## src/rtl/encode_packet_flex.sv

```systemverilog
// encode_packet_flex: serialises payload plus destination address into headered flits with valid/ready backpressure
module encode_packet_flex #(
  parameter int DATA_WIDTH = 1024,
  parameter int ADDR_WIDTH = 10,
  parameter int FLIT_WIDTH = 64,
  parameter int TTL_WIDTH  = 2,
  parameter int SEQ_WIDTH  = 5,
  parameter int SRC_WIDTH  = 2
) (
  input  logic                  clk,
  input  logic                  rst_n,
  input  logic                  in_valid,
  output logic                  in_ready,
  input  logic [DATA_WIDTH-1:0] in_data,
  input  logic [ADDR_WIDTH-1:0] in_dst_addr,
  input  logic [TTL_WIDTH-1:0]  cfg_ttl,
  input  logic [SRC_WIDTH-1:0]  cfg_src_id,
  output logic                  out_valid,
  input  logic                  out_ready,
  output logic [FLIT_WIDTH-1:0] out_data,
  output logic                  out_last,
  output logic                  busy,
  output logic                  encode_done,
  output logic                  drop_pulse
);
  localparam int PAY_W     = FLIT_WIDTH - TTL_WIDTH - SEQ_WIDTH - SRC_WIDTH;
  localparam int FRAME_W   = DATA_WIDTH + ADDR_WIDTH;
  localparam int NUM_FLITS = (FRAME_W + PAY_W - 1) / PAY_W;
  localparam int PAD_W     = NUM_FLITS * PAY_W;

  if (NUM_FLITS > 2**SEQ_WIDTH || PAY_W < 1) begin : g_bad_params
    $error("encode_packet_flex: flit geometry does not fit the header fields");
  end

  typedef enum logic [1:0] {IDLE, SEND, DROP} state_t;

  state_t                 state;
  logic [FRAME_W-1:0]     frame;
  logic [TTL_WIDTH-1:0]   ttl;
  logic [SRC_WIDTH-1:0]   src;
  logic [SEQ_WIDTH-1:0]   seq;
  logic [PAD_W-1:0]       pad;
  logic                   last;

  // frame is zero-extended so the final flit's unused payload bits read as zero
  assign pad       = PAD_W'(frame);
  assign last      = seq == SEQ_WIDTH'(NUM_FLITS - 1);
  assign in_ready  = rst_n && state == IDLE;
  assign out_valid = state == SEND;
  assign out_last  = out_valid && last;
  assign out_data  = out_valid ? {pad[int'(seq)*PAY_W +: PAY_W], ttl, seq, src} : '0;
  assign busy      = state != IDLE;
  assign drop_pulse = state == DROP;

  always_ff @(posedge clk or negedge rst_n)
    if (!rst_n) begin
      state       <= IDLE;
      frame       <= '0;
      ttl         <= '0;
      src         <= '0;
      seq         <= '0;
      encode_done <= 1'b0;
    end else begin
      encode_done <= 1'b0;
      case (state)
        IDLE: if (in_valid) begin
          frame <= {in_data, in_dst_addr};
          ttl   <= cfg_ttl;
          src   <= cfg_src_id;
          seq   <= '0;
          state <= cfg_ttl == '0 ? DROP : SEND;
        end
        SEND: if (out_ready) begin
          seq         <= last ? '0 : seq + 1'b1;
          encode_done <= last;
          state       <= last ? IDLE : SEND;
        end
        default: state <= IDLE;
      endcase
    end
endmodule

```

## config.mk

```make
export PLATFORM = sky130hd
export DESIGN_NAME = encode_packet_flex
export DESIGN_NICKNAME = d
export VERILOG_FILES = /design/src/rtl/encode_packet_flex.sv
export SDC_FILE = /design/constraint.sdc
export NUM_CORES = 2
export LEC_CHECK = 0
export CAP_MARGIN = 20
export CORE_AREA = 2 2 427 429
export DETAILED_ROUTE_END_ITERATION = 10
export DIE_AREA = 0 0 429 431
export PLACE_DENSITY = 0.56
export SKIP_LAST_GASP = 1
export SLEW_MARGIN = 20
export SYNTH_ARGS = -nofsm -noshare
export SYNTH_HDL_FRONTEND = slang
export SYNTH_SLANG_ARGS = --single-unit
```

## constraint.sdc

```tcl
create_clock -name clk -period 4.3 [get_ports clk]
set_input_delay 0.43 -clock clk [delete_from_list [all_inputs] [get_ports clk]]
set_output_delay 0.43 -clock clk [all_outputs]
set_load 0.005 [all_outputs]
```

# == Word-level counts from Yosys, hierarchy flattened ==
# Cells that the tools add are included.
# word_totals
reg_bits,1046
elab_cells,35
output_inout_bits,70
# op_classes
n_mul,1
shift,1
mux,12
add_sub_neg,1
reduce_logical,9
n_eq_ne,5
# op_table
operator,count
$shiftx A1045 B12 Y55,1
$mux W64,1
$mux W5,3
$mul A5 B6 Y11 const B,1
$pmux W5 S2,1
$mux W2,3
$add A5 B1 Y5 const B,1
$eq A5 B5 Y1 const B,1
$logic_not A2 Y1,2
$pmux W2 S2,1
$reduce_and A2 Y1,2
$reduce_bool A2 Y1,2
$mux W1,3
$reduce_and A3 Y1,1
$eq A2 B1 Y1 const B,1
$eq A2 B2 Y1 const B,1
$logic_and A1 B1 Y1,2
$ne A2 B1 Y1 const B,1
$ne A2 B2 Y1 const B,1

# == Longest topological paths before layout ==
# depth
ltp_word,4
mapped_depth,10
mapped_depth_nobuf,6

# == Worst setup path after synthesis ==
# OpenSTA, ideal clock, no wires.
# synth_timing
path_type,register -> output
start,register seq[0]
end,output port out_last
n_path_buf,4
slack_ps,2080
t_required_ps,3870
arrival_time_ps,1790
path_stages_with_launch,9
cell_sequence,dfrtp_1 > buf_2 > buf_4 > clkinv_2 > buf_2 > ha_1 > nor4bb_1 > clkbuf_1 > and2_1
# synth_via
elab_chain_len,2
# synth_rtl
item,line,rtl
"start, declared",41,logic [SEQ_WIDTH-1:0] seq;
"start signal, assigned",74,seq <= last ? '0 : seq + 1'b1;
$eq A5 B5 Y1,47,assign last = seq == SEQ_WIDTH'(NUM_FLITS - 1);
$logic_and A1 B1 Y1,50,assign out_last = out_valid && last;
"end, declared",21,"output logic out_last,"
# Every way passes these cells.

# == Worst setup path in the final report ==
# layout_timing
start,register seq[1]
end,output port out_data[40]
# layout_via
elab_chain_len,3
# layout_rtl
item,line,rtl
$mul A5 B6 Y11,51,"assign out_data = out_valid ? {pad[int'(seq)*PAY_W +: PAY_W], ttl, seq, src} : '0;"
$shiftx A1045 B12 Y55,51,
$mux W64,51,
"end, declared",20,"output logic [FLIT_WIDTH-1:0] out_data,"
# Every way passes these cells.

==> qor.yml <==
crit_path_end_kind: "output pin"
cp-start-kind: "flop"
powerDensity_mw_per_mm2: 761
die_w_um: 429
die_y_um: 431
ff2ff_setup_slack_ps: 1670
crit_family: "buffers and inverters"
maxSlewViolCount: 0
path_cells: "buf_4 -> buf_12 -> mux4_2 -> mux2i_1 -> o22ai_2 -> o21bai_1 -> clkdlybuf4s50_1"
start_util_pct: 26.3
grt_pass1_wl_um: 267000
drive_gt1_share_pct: 39.0
fin_crit_ps: 4130
synth-seq-cells: 1046
path_buf_inv: 3
h-tree-depth: 4
post_drt_wl_per_cell_um: 29.5
port_buffers: 1111
viasPerCell: 4.76
r2r_cells: 7
synth_area_per_cell_um2: 16.1
antenna_found_initial: 90
fin_cells: 6571
wl_um: 194000
ys_seq_area_share_pct: 55.2
vias: 31281
yosys.cell_types.count: 45
numCtsBuffers: 132
synth-edff-count: 0
r2r_end: "seq[0]"
finalPower_mw: 50.2
synth_compound_area_share_pct: 2.89
num_rows: 156
fin_nets: 5118
fmax_ghz: 0.242
drtAntennaViolNets: 0
track_usage_pct: 20.6
grt_overflow_total: 0
nFillCells: 17290
required_ps: 3870
crit_arrival_ps: 3700
clkTransAtPathRegs_ps: 60
status: "completed"
final_util_pct: 36.6
syn-cell-area_mm2: 0.0474
synth_top_flop_cell: "dfrtp_1"
synth_top_family_by_area: "multiplexers"
cpMaxStageDelayCell: "dfrtp_4"
dp.cells: 6304
synthMuxAreaShare_pct: 38.3
cts_root_buf: "clkbuf_16"
dpl-instance-area_mm2: 0.0613
hold_class: "primary input to async pin"
cts.sinks: 1046
ys_async_sr_fraction_pct: 100
cpPeakStageDelay_ps: 580
drcViolationCount: 0
worst-setup-path-type: "flop to output pin"
yosys_warnings: 0
critPathMaxFanout: 25
worst_pin_slew_ps: 1160
first_iter_violations: 1853
fin_crit_sh_pct: 96.1
dieArea_mm2: 0.185
peakVddDrop_v: 0.000369
drv_cap: 0
finalSetupViolCount: 0
seqCellArea_mm2: 0.0262
synth_xor_area_share_pct: 0
gp_congestion: 0.879
clkLatencyLatePin_ps: 790
slew_headroom_pct: 22.5
cts_tree: "yes"
grt_pass1_vias: 33672
synth_cells: 2942
coreArea_mm2: 0.180
fin_tns_setup_ps: 0
multiInputGateArea_mm2: 0.0200
crit_path_start: "seq[1]"
final_cell_mix: "clkdlybuf4s50_1, mux2_2, dfrtp_1"
area_growth_pct: 39.2
syn_nets: 3986
ios: 1112
rsz0062_at_grt: "true"
clk_path_buf_depth: 3
drt_first_pass_iters: 5
dp_hpwl_um: 149000
grt_max_degree: 156
power.leakage_nw: 26.2
final_common_cell: "clkdlybuf4s50_1"
final_cell_area_mm2: 0.0660
yosys.area_share.adder_pct: 0.0528
yosys.area_share.simple_pct: 0.660
finClkSkew_ps: 28.4
r2r-start: "seq[0]"
hold_violations: 0
-- cells in the mapped netlist, types with 3 or more instances --
master | count | share of area (%)
dfrtp_1 | 1046 | 55
o21bai_1 | 44 | 0.70
mux4_2 | 195 | 9.3
nand3_1 | 3 | 0.032
clkbuf_1 | 25 | 0.20
a32oi_1 | 44 | 0.81
buf_2 | 104 | 1.1
buf_6 | 9 | 0.21
nor2b_1 | 4 | 0.053
and2_1 | 10 | 0.13
a22oi_1 | 14 | 0.22
mux2i_1 | 158 | 3.3
buf_4 | 83 | 1.3
nor2_1 | 6 | 0.047
nand2_1 | 13 | 0.10
a221oi_1 | 11 | 0.20
mux2_2 | 1082 | 26
o22ai_1 | 44 | 0.58
o221ai_1 | 7 | 0.13
o21ai_0 | 6 | 0.063
-- cell type report --
type	count	area share, %
Sequential cell	1046	39.7
Clock inverter	46	1.03
Multi-Input combinational cell	1672	30.4
Timing Repair Buffer	1219	18.6
Antenna cell	29	0.110
Inverter	3	0.0246
Clock buffer	186	5.68
Tap cell	2370	4.49
-- kinds of logic (layout without fill, tap and decap cells) --
group	count (synthesis)	count (layout)
AO/OA/AOI/OAI	181	181
adder cells (fa/ha/maj)	2	2
buffers and inverters	226	1454
flip-flops	1046	1046
multiplexers	1435	1435
other	0	29
AND/OR/NAND/NOR	52	54
-- worst max-delay path by stage --
stage,slack [ps],endpoint,depth (start not counted)
2_1_floorplan,2080,out_last,8
3_3_place_gp,500,out_data[10],7
3_5_place_dp,520,out_data[10],7
4_1_cts,-180,out_data[10],6
5_1_grt,-40,out_data[10],8
6_report,170,out_data[40],7
-- sequential cells by signal (all words and copies together), names as in the netlist --
name and flops:
frame 1034, seq 5, encode_done 1, src 2
ttl 2, state 2
-- power breakdown --
| part | switching, mW | internal [mW] |
|---|---|---|
| clock | 4.64 | 6.79 |
| combinational | 9.31 | 11.5 |
| sequential | 3.14 | 14.8 |
| total | 17.1 | 33.1 |
-- repair_timing --
action,in CTS,in global routing
cloned,1,1
hold buffers,1,0
pin swaps,1,1
hold endpoints to repair,25,0
setup endpoints to repair,33,8
setup buffers,3,0
gates resized for setup,23,6
-- metal layers --
layer | vias to the layer above | wire (um) | GRT usage [%]
met5 | - | 350 | 0
met4 | 56 | 5980 | 7.02
met3 | 295 | 11000 | 5.36
met2 | 975 | 103000 | 37.3
met1 | 16486 | 73800 | 23.2
li1 | 13469 | - | -
-- metrics by stage --
| stage | setup WS [ps] | hold WS [ps] |
|---|---|---|
| 2_1_floorplan | 2080 | 134 |
| 6_report | 166 | 166 |
| 3_3_place_gp | 497 | 406 |
| 4_1_cts | -184 | 135 |
| 5_1_grt | -35.1 | 158 |
| 3_5_place_dp | 518 | 413 |
-- worst register-to-register path, stage by stage (launching register included) --
cell      delay, ps
dfrtp_4         610
clkinv_4        270
buf_4           320
ha_1            230
nor4bb_1        130
buf_4           190
or3_1           410
o21ai_0         340
Note: power is estimated with default switching activity, not from simulation.
